File: config.mk
export PLATFORM = sky130hd
export DESIGN_NAME = axil_slave_regfile_flat
export DESIGN_NICKNAME = d
export VERILOG_FILES = /design/src/rtl/axil_pkg.sv /design/src/rtl/axil_slave_regfile_if.sv /design/src/rtl/axil_regbank.sv /design/src/rtl/axil_slave_regfile.sv /design/src/flat_wrapper.sv
export SDC_FILE = /design/constraint.sdc
export NUM_CORES = 1
export LEC_CHECK = 0
export BUFFER_PORTS_ARGS = -buffer_cell sky130_fd_sc_hd__buf_2
export CAP_MARGIN = 20
export CORE_AREA = 2 2 260 262
export CTS_CLUSTER_DIAMETER = 80
export DETAILED_ROUTE_END_ITERATION = 7
export DIE_AREA = 0 0 262 264
export PLACE_DENSITY = 0.74
export SLEW_MARGIN = 10
export SYNTH_ARGS = -nofsm -noshare
export SYNTH_HDL_FRONTEND = slang
export SYNTH_SLANG_ARGS = --single-unit
File: constraint.sdc
create_clock -name ACLK -period 2.9 [get_ports ACLK]
set_input_delay 0.145 -clock ACLK [delete_from_list [all_inputs] [get_ports ACLK]]
set_output_delay 0.145 -clock ACLK [all_outputs]
set_load 0.05 [all_outputs]
File: src/rtl/axil_pkg.sv
// Shared AXI4-Lite definitions for the waveform-encoder register file:
// response codes, write/read FSM state encodings and the data width.
package axil_pkg;

   localparam int DATA_W = 32;

   localparam logic [1:0] RESP_OKAY   = 2'b00;
   localparam logic [1:0] RESP_SLVERR = 2'b10;

   typedef enum logic [1:0] {
      W_IDLE    = 2'd0,
      W_HAVE_AW = 2'd1,
      W_HAVE_W  = 2'd2,
      W_RESP    = 2'd3
   } wr_state_e;

   typedef enum logic {
      R_IDLE = 1'b0,
      R_DATA = 1'b1
   } rd_state_e;

endpackage

File: src/rtl/axil_slave_regfile_if.sv
// AXI4-Lite bus bundle between the CPU-side master and the register file.
interface axil_slave_regfile_if #(
   parameter int ADDR_W = 32
);
   import axil_pkg::*;

   logic              AWVALID;
   logic              AWREADY;
   logic [ADDR_W-1:0] AWADDR;
   logic              WVALID;
   logic              WREADY;
   logic [3:0]        WSTRB;
   logic [DATA_W-1:0] WDATA;
   logic              BVALID;
   logic              BREADY;
   logic [1:0]        BRESP;
   logic              ARVALID;
   logic              ARREADY;
   logic [ADDR_W-1:0] ARADDR;
   logic              RVALID;
   logic              RREADY;
   logic [DATA_W-1:0] RDATA;
   logic [1:0]        RRESP;

   modport slave (
      input  AWVALID, AWADDR, WVALID, WSTRB, WDATA, BREADY, ARVALID, ARADDR, RREADY,
      output AWREADY, WREADY, BVALID, BRESP, ARREADY, RVALID, RDATA, RRESP
   );

   modport master (
      output AWVALID, AWADDR, WVALID, WSTRB, WDATA, BREADY, ARVALID, ARADDR, RREADY,
      input  AWREADY, WREADY, BVALID, BRESP, ARREADY, RVALID, RDATA, RRESP
   );

endinterface

File: src/rtl/axil_regbank.sv
// Register array with a byte-strobed write port, one combinational read port
// and a flattened view of every register for the downstream waveform logic.
module axil_regbank
   import axil_pkg::*;
#(
   parameter int NUM_REGS = 16
) (
   input  logic                         ACLK,
   input  logic                         ARESETn,
   input  logic                         wr_en,
   input  logic [$clog2(NUM_REGS)-1:0]  wr_idx,
   input  logic [DATA_W-1:0]            wr_data,
   input  logic [3:0]                   wr_strb,
   input  logic [$clog2(NUM_REGS)-1:0]  rd_idx,
   output logic [DATA_W-1:0]            rd_data,
   output logic [NUM_REGS*DATA_W-1:0]   regs_q
);

   logic [DATA_W-1:0] regs [NUM_REGS];

   always_ff @(posedge ACLK or negedge ARESETn) begin
      if (!ARESETn) begin
         for (int i = 0; i < NUM_REGS; i++) begin
            regs[i] <= '0;
         end
      end else if (wr_en) begin
         for (int b = 0; b < 4; b++) begin
            if (wr_strb[b]) begin
               regs[wr_idx][8*b +: 8] <= wr_data[8*b +: 8];
            end
         end
      end
   end

   // Read sees the value before any same-edge write lands.
   assign rd_data = regs[rd_idx];

   for (genvar g = 0; g < NUM_REGS; g++) begin : g_flat
      assign regs_q[g*DATA_W +: DATA_W] = regs[g];
   end

endmodule

File: src/rtl/axil_slave_regfile.sv
// AXI4-Lite responder holding NUM_REGS control/status registers, one write and
// one read in flight. Define AXIL_SLAVE_SLVERR_EN to answer out-of-range with SLVERR.
module axil_slave_regfile
   import axil_pkg::*;
#(
   parameter int NUM_REGS = 16,
   parameter int ADDR_W   = 32
) (
   input  logic                       ACLK,
   input  logic                       ARESETn,
   axil_slave_regfile_if.slave        axil,
   output logic [NUM_REGS*DATA_W-1:0] regs_q
);

   localparam int IDX_W = $clog2(NUM_REGS);
   localparam logic [ADDR_W-1:0] ADDR_LIMIT = ADDR_W'(NUM_REGS * 4);

`ifdef AXIL_SLAVE_SLVERR_EN
   localparam logic [1:0] OOR_RESP = RESP_SLVERR;
`else
   localparam logic [1:0] OOR_RESP = RESP_OKAY;
`endif

   wr_state_e w_state, w_next;
   rd_state_e r_state, r_next;

   logic              awready_q, wready_q, arready_q;
   logic [ADDR_W-1:0] aw_addr_q;
   logic [DATA_W-1:0] w_data_q;
   logic [3:0]        w_strb_q;
   logic [1:0]        bresp_q, rresp_q;
   logic [DATA_W-1:0] rdata_q;

   logic              aw_hs, w_hs, ar_hs;
   logic              commit;
   logic [ADDR_W-1:0] cm_addr;
   logic [DATA_W-1:0] cm_data;
   logic [3:0]        cm_strb;
   logic              cm_in_range, ar_in_range;
   logic [DATA_W-1:0] rd_data;

   assign aw_hs = axil.AWVALID & awready_q;
   assign w_hs  = axil.WVALID  & wready_q;
   assign ar_hs = axil.ARVALID & arready_q;

   // Commit uses whichever half was latched earlier plus the live half.
   always_comb begin
      w_next  = w_state;
      commit  = 1'b0;
      cm_addr = aw_addr_q;
      cm_data = w_data_q;
      cm_strb = w_strb_q;
      case (w_state)
         W_IDLE: begin
            if (aw_hs && w_hs) begin
               commit  = 1'b1;
               cm_addr = axil.AWADDR;
               cm_data = axil.WDATA;
               cm_strb = axil.WSTRB;
               w_next  = W_RESP;
            end else if (aw_hs) begin
               w_next = W_HAVE_AW;
            end else if (w_hs) begin
               w_next = W_HAVE_W;
            end
         end
         W_HAVE_AW: begin
            if (w_hs) begin
               commit  = 1'b1;
               cm_data = axil.WDATA;
               cm_strb = axil.WSTRB;
               w_next  = W_RESP;
            end
         end
         W_HAVE_W: begin
            if (aw_hs) begin
               commit  = 1'b1;
               cm_addr = axil.AWADDR;
               w_next  = W_RESP;
            end
         end
         W_RESP: begin
            if (axil.BREADY) begin
               w_next = W_IDLE;
            end
         end
         default: w_next = W_IDLE;
      endcase
   end

   assign cm_in_range = (cm_addr < ADDR_LIMIT);
   assign ar_in_range = (axil.ARADDR < ADDR_LIMIT);

   // Readies are registered from the next state so they are glitch-free and low in reset.
   always_ff @(posedge ACLK or negedge ARESETn) begin
      if (!ARESETn) begin
         w_state   <= W_IDLE;
         awready_q <= 1'b0;
         wready_q  <= 1'b0;
         aw_addr_q <= '0;
         w_data_q  <= '0;
         w_strb_q  <= '0;
         bresp_q   <= RESP_OKAY;
      end else begin
         w_state   <= w_next;
         awready_q <= (w_next == W_IDLE) || (w_next == W_HAVE_W);
         wready_q  <= (w_next == W_IDLE) || (w_next == W_HAVE_AW);
         if (aw_hs) begin
            aw_addr_q <= axil.AWADDR;
         end
         if (w_hs) begin
            w_data_q <= axil.WDATA;
            w_strb_q <= axil.WSTRB;
         end
         if (commit) begin
            bresp_q <= cm_in_range ? RESP_OKAY : OOR_RESP;
         end
      end
   end

   always_comb begin
      r_next = r_state;
      case (r_state)
         R_IDLE:  if (ar_hs)        r_next = R_DATA;
         R_DATA:  if (axil.RREADY)  r_next = R_IDLE;
         default: r_next = R_IDLE;
      endcase
   end

   always_ff @(posedge ACLK or negedge ARESETn) begin
      if (!ARESETn) begin
         r_state   <= R_IDLE;
         arready_q <= 1'b0;
         rdata_q   <= '0;
         rresp_q   <= RESP_OKAY;
      end else begin
         r_state   <= r_next;
         arready_q <= (r_next == R_IDLE);
         if (ar_hs) begin
            rdata_q <= ar_in_range ? rd_data : '0;
            rresp_q <= ar_in_range ? RESP_OKAY : OOR_RESP;
         end
      end
   end

   axil_regbank #(
      .NUM_REGS (NUM_REGS)
   ) u_regbank (
      .ACLK    (ACLK),
      .ARESETn (ARESETn),
      .wr_en   (commit & cm_in_range),
      .wr_idx  (cm_addr[IDX_W+1:2]),
      .wr_data (cm_data),
      .wr_strb (cm_strb),
      .rd_idx  (axil.ARADDR[IDX_W+1:2]),
      .rd_data (rd_data),
      .regs_q  (regs_q)
   );

   assign axil.AWREADY = awready_q;
   assign axil.WREADY  = wready_q;
   assign axil.BVALID  = (w_state == W_RESP);
   assign axil.BRESP   = bresp_q;
   assign axil.ARREADY = arready_q;
   assign axil.RVALID  = (r_state == R_DATA);
   assign axil.RDATA   = rdata_q;
   assign axil.RRESP   = rresp_q;

endmodule

File: src/flat_wrapper.sv
// flat-port wrapper written by rule: the top's interface ports become plain ports
module axil_slave_regfile_flat import axil_pkg::*;
#(
   parameter int NUM_REGS = 16,
   parameter int ADDR_W   = 32
)
  (ACLK, ARESETn, regs_q, axil_AWVALID, axil_AWADDR, axil_WVALID, axil_WSTRB, axil_WDATA, axil_BREADY, axil_ARVALID, axil_ARADDR, axil_RREADY, axil_AWREADY, axil_WREADY, axil_BVALID, axil_BRESP, axil_ARREADY, axil_RVALID, axil_RDATA, axil_RRESP);
  axil_slave_regfile_if #(.ADDR_W(ADDR_W)) axil_i ();
  input  logic ACLK;
  input  logic ARESETn;
  output logic [NUM_REGS*DATA_W-1:0] regs_q;
  input wire logic [$bits(axil_i.AWVALID)-1:0] axil_AWVALID;
  input wire logic [$bits(axil_i.AWADDR)-1:0] axil_AWADDR;
  input wire logic [$bits(axil_i.WVALID)-1:0] axil_WVALID;
  input wire logic [$bits(axil_i.WSTRB)-1:0] axil_WSTRB;
  input wire logic [$bits(axil_i.WDATA)-1:0] axil_WDATA;
  input wire logic [$bits(axil_i.BREADY)-1:0] axil_BREADY;
  input wire logic [$bits(axil_i.ARVALID)-1:0] axil_ARVALID;
  input wire logic [$bits(axil_i.ARADDR)-1:0] axil_ARADDR;
  input wire logic [$bits(axil_i.RREADY)-1:0] axil_RREADY;
  output wire logic [$bits(axil_i.AWREADY)-1:0] axil_AWREADY;
  output wire logic [$bits(axil_i.WREADY)-1:0] axil_WREADY;
  output wire logic [$bits(axil_i.BVALID)-1:0] axil_BVALID;
  output wire logic [$bits(axil_i.BRESP)-1:0] axil_BRESP;
  output wire logic [$bits(axil_i.ARREADY)-1:0] axil_ARREADY;
  output wire logic [$bits(axil_i.RVALID)-1:0] axil_RVALID;
  output wire logic [$bits(axil_i.RDATA)-1:0] axil_RDATA;
  output wire logic [$bits(axil_i.RRESP)-1:0] axil_RRESP;
  assign axil_i.AWVALID = axil_AWVALID;
  assign axil_i.AWADDR = axil_AWADDR;
  assign axil_i.WVALID = axil_WVALID;
  assign axil_i.WSTRB = axil_WSTRB;
  assign axil_i.WDATA = axil_WDATA;
  assign axil_i.BREADY = axil_BREADY;
  assign axil_i.ARVALID = axil_ARVALID;
  assign axil_i.ARADDR = axil_ARADDR;
  assign axil_i.RREADY = axil_RREADY;
  assign axil_AWREADY = axil_i.AWREADY;
  assign axil_WREADY = axil_i.WREADY;
  assign axil_BVALID = axil_i.BVALID;
  assign axil_BRESP = axil_i.BRESP;
  assign axil_ARREADY = axil_i.ARREADY;
  assign axil_RVALID = axil_i.RVALID;
  assign axil_RDATA = axil_i.RDATA;
  assign axil_RRESP = axil_i.RRESP;
  axil_slave_regfile #(.NUM_REGS(NUM_REGS), .ADDR_W(ADDR_W)) u_core (.ACLK(ACLK), .ARESETn(ARESETn), .axil(axil_i), .regs_q(regs_q));
endmodule
==> impl_table.tex <==
\begin{tabular}{lr}
\hline
Metric & Value \\
\hline
\multicolumn{2}{l}{\textbf{Detailed routing}} \\
Total via count in the routed design & 20.79k \\
Via-to-Cell Ratio & 5.828 \\
Count of routing violations after the opening detailed-route iteration & 1845 \\
DRC violations left & 0 \\
DRT Pass-1 Iters & 5 \\
Routed length per instance & 27.65 µm \\
Total wire length & 98.64 mm \\
Number of nets with antenna violations after routing & 0 \\
\multicolumn{2}{l}{\textbf{Worst setup path}} \\
Capturing element type of the critical path & flip-flop \\
Most prevalent standard cell on the critical path & sky130\_fd\_sc\_hd\_\_buf\_12 \\
Critical Path RT & 3370 ps \\
Cell count of the worst reg-to-reg path & 10 \\
Worst Setup Start Kind & flip-flop \\
Critical path's slowest cell & sky130\_fd\_sc\_hd\_\_or4bb\_4 \\
Crit Path Max Fanout & 8 \\
Maximum single-stage delay on the critical path & 470 ps \\
Sequence of cells on the critical path & or4bb\_4 -> or4\_4 -> a21oi\_2 -> o211ai\_1 -> buf\_4 -> buf\_12 -> buf\_6 -> nor3\_4 -> buf\_12 -> mux2\_2 \\
Signal arrival time at the worst endpoint & 3430 ps \\
Crit Path Category & flip-flop to flip-flop \\
\multicolumn{2}{l}{\textbf{Floorplanning}} \\
Starting Density & 0.4295 \\
Die width & 262 µm \\
Number of placement rows & 95 \\
Die area & 69170 µm² \\
Die height & 264 µm \\
Io pins & 660 \\
Core area & 66560 µm² \\
\multicolumn{2}{l}{\textbf{STA}} \\
Worst-margin pin slew & 837.6 ps \\
Crit path time final & 2955 ps \\
Tightest slew margin relative to the limit & 0.4416 \\
Hold violation count in the final report & 0 \\
Setup repair after global routing missed its margin & true \\
Final total negative setup slack & -325.6 ps \\
Final setup violation count & 36 \\
Ratio of final minimum period to clock period & 1.019 \\
Final WS setup & -54.67 ps \\
Max Slew Vio Count & 0 \\
Maximum clock rate & 0.3384 GHz \\
Clock skew after layout & 31.67 ps \\
Hold slack & 131.8 ps \\
\multicolumn{2}{l}{\textbf{Global route}} \\
Antenna violations before repair & 5 \\
Wire length of the first global-routing pass & 144.3 mm \\
Largest net degree at the start of global routing & 112 \\
Total congestion overflow & 0 \\
Aggregate global-route resource usage & 0.2813 \\
Number of global-route vias before repair & 21.78k \\
\multicolumn{2}{l}{\textbf{Clocking}} \\
CTS tree & done \\
Insertion delay of the later-clocked pin in the worst-skew pair & 610 ps \\
H-tree depth & 3 \\
Maximum clock insertion buffer count & 3 \\
Sink Count & 616 \\
CTS Buf Count & 69 \\
Clk Tree Root Cell & sky130\_fd\_sc\_hd\_\_clkbuf\_16 \\
Clock-pin slew reported for the worst setup and hold paths after clock tree synthesis & 60 ps \\
\multicolumn{2}{l}{\textbf{Logic synthesis}} \\
Number of unique standard cell types used by synthesis & 47 \\
Sequential element share of the synthesized area & 0.5391 \\
Syn\_area\_per\_cell & 16.20 µm² \\
Largest area contributor in the netlist & sky130\_fd\_sc\_hd\_\_dfrtp\_1 \\
Total number of yosys warnings & 0 \\
Most numerous cell in the Yosys netlist & sky130\_fd\_sc\_hd\_\_dfrtp\_1 \\
Fraction of post-synthesis cell area in the top cell type by area & 0.5391 \\
Post-synthesis cell count & 1765 \\
Post-synthesis sequential element count & 616 \\
Biggest area contributors in the synthesized netlist & sky130\_fd\_sc\_hd\_\_dfrtp\_1, sky130\_fd\_sc\_hd\_\_mux2\_2, sky130\_fd\_sc\_hd\_\_mux4\_2 \\
Post-synth ARST share & 1.000 \\
Top cells by count, synth & sky130\_fd\_sc\_hd\_\_dfrtp\_1, sky130\_fd\_sc\_hd\_\_mux2\_2, sky130\_fd\_sc\_hd\_\_mux4\_2, sky130\_fd\_sc\_hd\_\_nor3\_4, sky130\_fd\_sc\_hd\_\_clkbuf\_1 \\
EDFF count, synth & 0 \\
Cell Area, Synth & 28590 µm² \\
Most used DFF post-synth & sky130\_fd\_sc\_hd\_\_dfrtp\_1 \\
\multicolumn{2}{l}{\textbf{Flow run}} \\
MaxCap Viol Count & 0 \\
\multicolumn{2}{l}{\textbf{Pwr}} \\
IR Drop Worst-Case VDD & 0.4343 mV \\
Leakage power figure & 19.70 nW \\
Pwr Density & 616.8 nW/µm² \\
\multicolumn{2}{l}{\textbf{Finish}} \\
Final \#Nets & 2746 \\
Area growth from synthesis to layout & 33.25\% \\
Fraction of final layout cells sized beyond drive strength 1 & 0.6737 \\
\multicolumn{2}{l}{\textbf{Place}} \\
Global placer's final weighted congestion & 0.9169 \\
Post-DP HPWL & 69.75 mm \\
Number of buffers added on ports & 651 \\
\multicolumn{2}{l}{\textbf{Outcome}} \\
Run status & finished with violations \\
Violated checks & negative setup slack \\
\multicolumn{2}{l}{\textbf{Hold path}} \\
Kind of path behind the tightest hold check & input port to asynchronous set/reset pin \\
\hline
\end{tabular}
critical path, delay by kind of cell (launching register included):
family	cells	cell delay, ps
flip-flops	1	350
AND/OR/NAND/NOR	3	1110
multiplexers	1	350
buffers and inverters	4	640
AO/OA/AOI/OAI	2	330
routing by layer:
| metal | part of all wire | track usage | vias to the layer above | routed length, µm |
|---|---|---|---|---|
| met5 | 0.00012 | 0 | - | 12 |
| met3 | 0.077 | 0.05911 | 323 | 7598 |
| li1 | - | - | 8428 | - |
| met1 | 0.39 | 0.3656 | 10854 | 38230 |
| met2 | 0.49 | 0.4535 | 1187 | 48150 |
| met4 | 0.047 | 0.1275 | 2 | 4651 |
power breakdown:
part / leakage [nW] / total (mW) / switching (mW) / internal, mW
Combinational: 10.1 / 5.06 / 3.29 / 1.77
Clock: 1.16 / 8.99 / 3.72 / 5.27
Sequential: 8.45 / 9.44 / 0.333 / 9.11
layout make-up:
type | count | area [µm²]
timing repair buffer | 904 | 6247
sequential | 616 | 15420
tap | 873 | 1092
fill | 5202 | 28470
inverter | 35 | 131.4
clock buffer | 99 | 2053
antenna | 4 | 10.01
multi-input combinational | 1013 | 12850
clock inverter | 24 | 296.5
what timing repair did:
action                     4_1_cts  5_1_grt
resized for setup               12       63
pin swaps                        6       26
setup endpoints to repair      151      511
setup buffers                    4        9
hold endpoints to repair       134        0
hold buffers                    70        0
cloned                           0        1
cell families (layout without fill, tap and decap cells):
family,after synthesis,after routing,synth area share
and+or+nand+nor,174,174,0.05676
muxes,783,783,0.3717
other,1,8,0.0001312
DFF,616,616,0.5391
AOI/OAI and AO/OA,52,52,0.01199
buffers and inverters,139,1062,0.02026
metrics by stage:
step | instance area (µm²) | cells | power [mW] | util | setup slack [ps]
floorplan | 28680 | 1768 | 12.49 | - | -19.99
global placement | 34690 | 3362 | 14.03 | 0.5212 | -104.2
detailed placement | 34690 | 3362 | 14.24 | 0.5212 | -96.68
CTS | 37820 | 3559 | 23.35 | 0.5682 | -52.21
global route | 38090 | 3567 | 24.39 | 0.5723 | -104.5
finish | 38100 | 3568 | 23.50 | 0.5723 | -54.67
final timing paths:
| path | start | to | slack [ps] |
|---|---|---|---|
| worst max-delay path | u_core.axil.AWREADY$_DFF_PN0_ | u_core.u_regbank.regs_q[425]$_DFFE_PN0P_ | -50 |
| worst min-delay path | ARESETn | u_core.u_regbank.regs_q[347]$_DFFE_PN0P_ | 130 |
| worst max register to register | u_core.axil.AWREADY$_DFF_PN0_ | u_core.u_regbank.regs_q[425]$_DFFE_PN0P_ | -50 |
| worst min register to register | u_core.axil.RDATA[7]$_DFFE_PN0P_ | u_core.axil.RDATA[7]$_DFFE_PN0P_ | 480 |
| max in group asynchronous | ARESETn | u_core.u_regbank.regs_q[4]$_DFFE_PN0P_ | 1600 |
| min in group ACLK | axil_WVALID | u_core.axil.WREADY$_DFF_PN0_ | 130 |
registers in the layout, summed over array words and instances, names as in the netlist:
register,count
u_core.axil.RDATA,32
u_core.w_state,2
u_core.w_strb_q,4
u_core.axil.RVALID,1
u_core.axil.AWREADY,1
u_core.axil.WREADY,1
u_core.aw_addr_q,30
u_core.axil.ARREADY,1
u_core.u_regbank.regs_q,512
u_core.w_data_q,32
cell usage in the layout, fill, tap and decap left out, types with 4 or more instances in the layout:
| cell | synthesis | final |
|---|---|---|
| sky130_fd_sc_hd__buf_2 | 10 | 647 |
| sky130_fd_sc_hd__dfrtp_1 | 616 | 614 |
| sky130_fd_sc_hd__mux2_2 | 606 | 579 |
| sky130_fd_sc_hd__mux4_2 | 159 | 159 |
| sky130_fd_sc_hd__buf_4 | 6 | 94 |
| sky130_fd_sc_hd__clkbuf_16 | 0 | 73 |
| sky130_fd_sc_hd__dlygate4sd3_1 | 0 | 70 |
| sky130_fd_sc_hd__nor3_4 | 60 | 63 |
| sky130_fd_sc_hd__buf_12 | 0 | 61 |
| sky130_fd_sc_hd__nand2_1 | 38 | 36 |
| sky130_fd_sc_hd__inv_1 | 35 | 35 |
| sky130_fd_sc_hd__mux2_4 | 8 | 35 |
| sky130_fd_sc_hd__o21ai_0 | 32 | 32 |
| sky130_fd_sc_hd__buf_6 | 1 | 29 |
| sky130_fd_sc_hd__nor4_1 | 17 | 16 |
| sky130_fd_sc_hd__clkbuf_8 | 0 | 15 |
| sky130_fd_sc_hd__clkbuf_1 | 44 | 12 |
| sky130_fd_sc_hd__clkinv_2 | 0 | 11 |
| sky130_fd_sc_hd__nand3_1 | 13 | 10 |
| sky130_fd_sc_hd__nand3_2 | 6 | 9 |
| sky130_fd_sc_hd__mux2i_1 | 8 | 6 |
| sky130_fd_sc_hd__nor2_1 | 6 | 6 |
| sky130_fd_sc_hd__nand3b_1 | 5 | 5 |
| sky130_fd_sc_hd__o211ai_1 | 5 | 5 |
| sky130_fd_sc_hd__diode_2 | 0 | 4 |
| sky130_fd_sc_hd__a21oi_1 | 5 | 4 |
| sky130_fd_sc_hd__or3_4 | 0 | 4 |
| sky130_fd_sc_hd__conb_1 | 1 | 4 |
(Power assumes the default switching activity.)
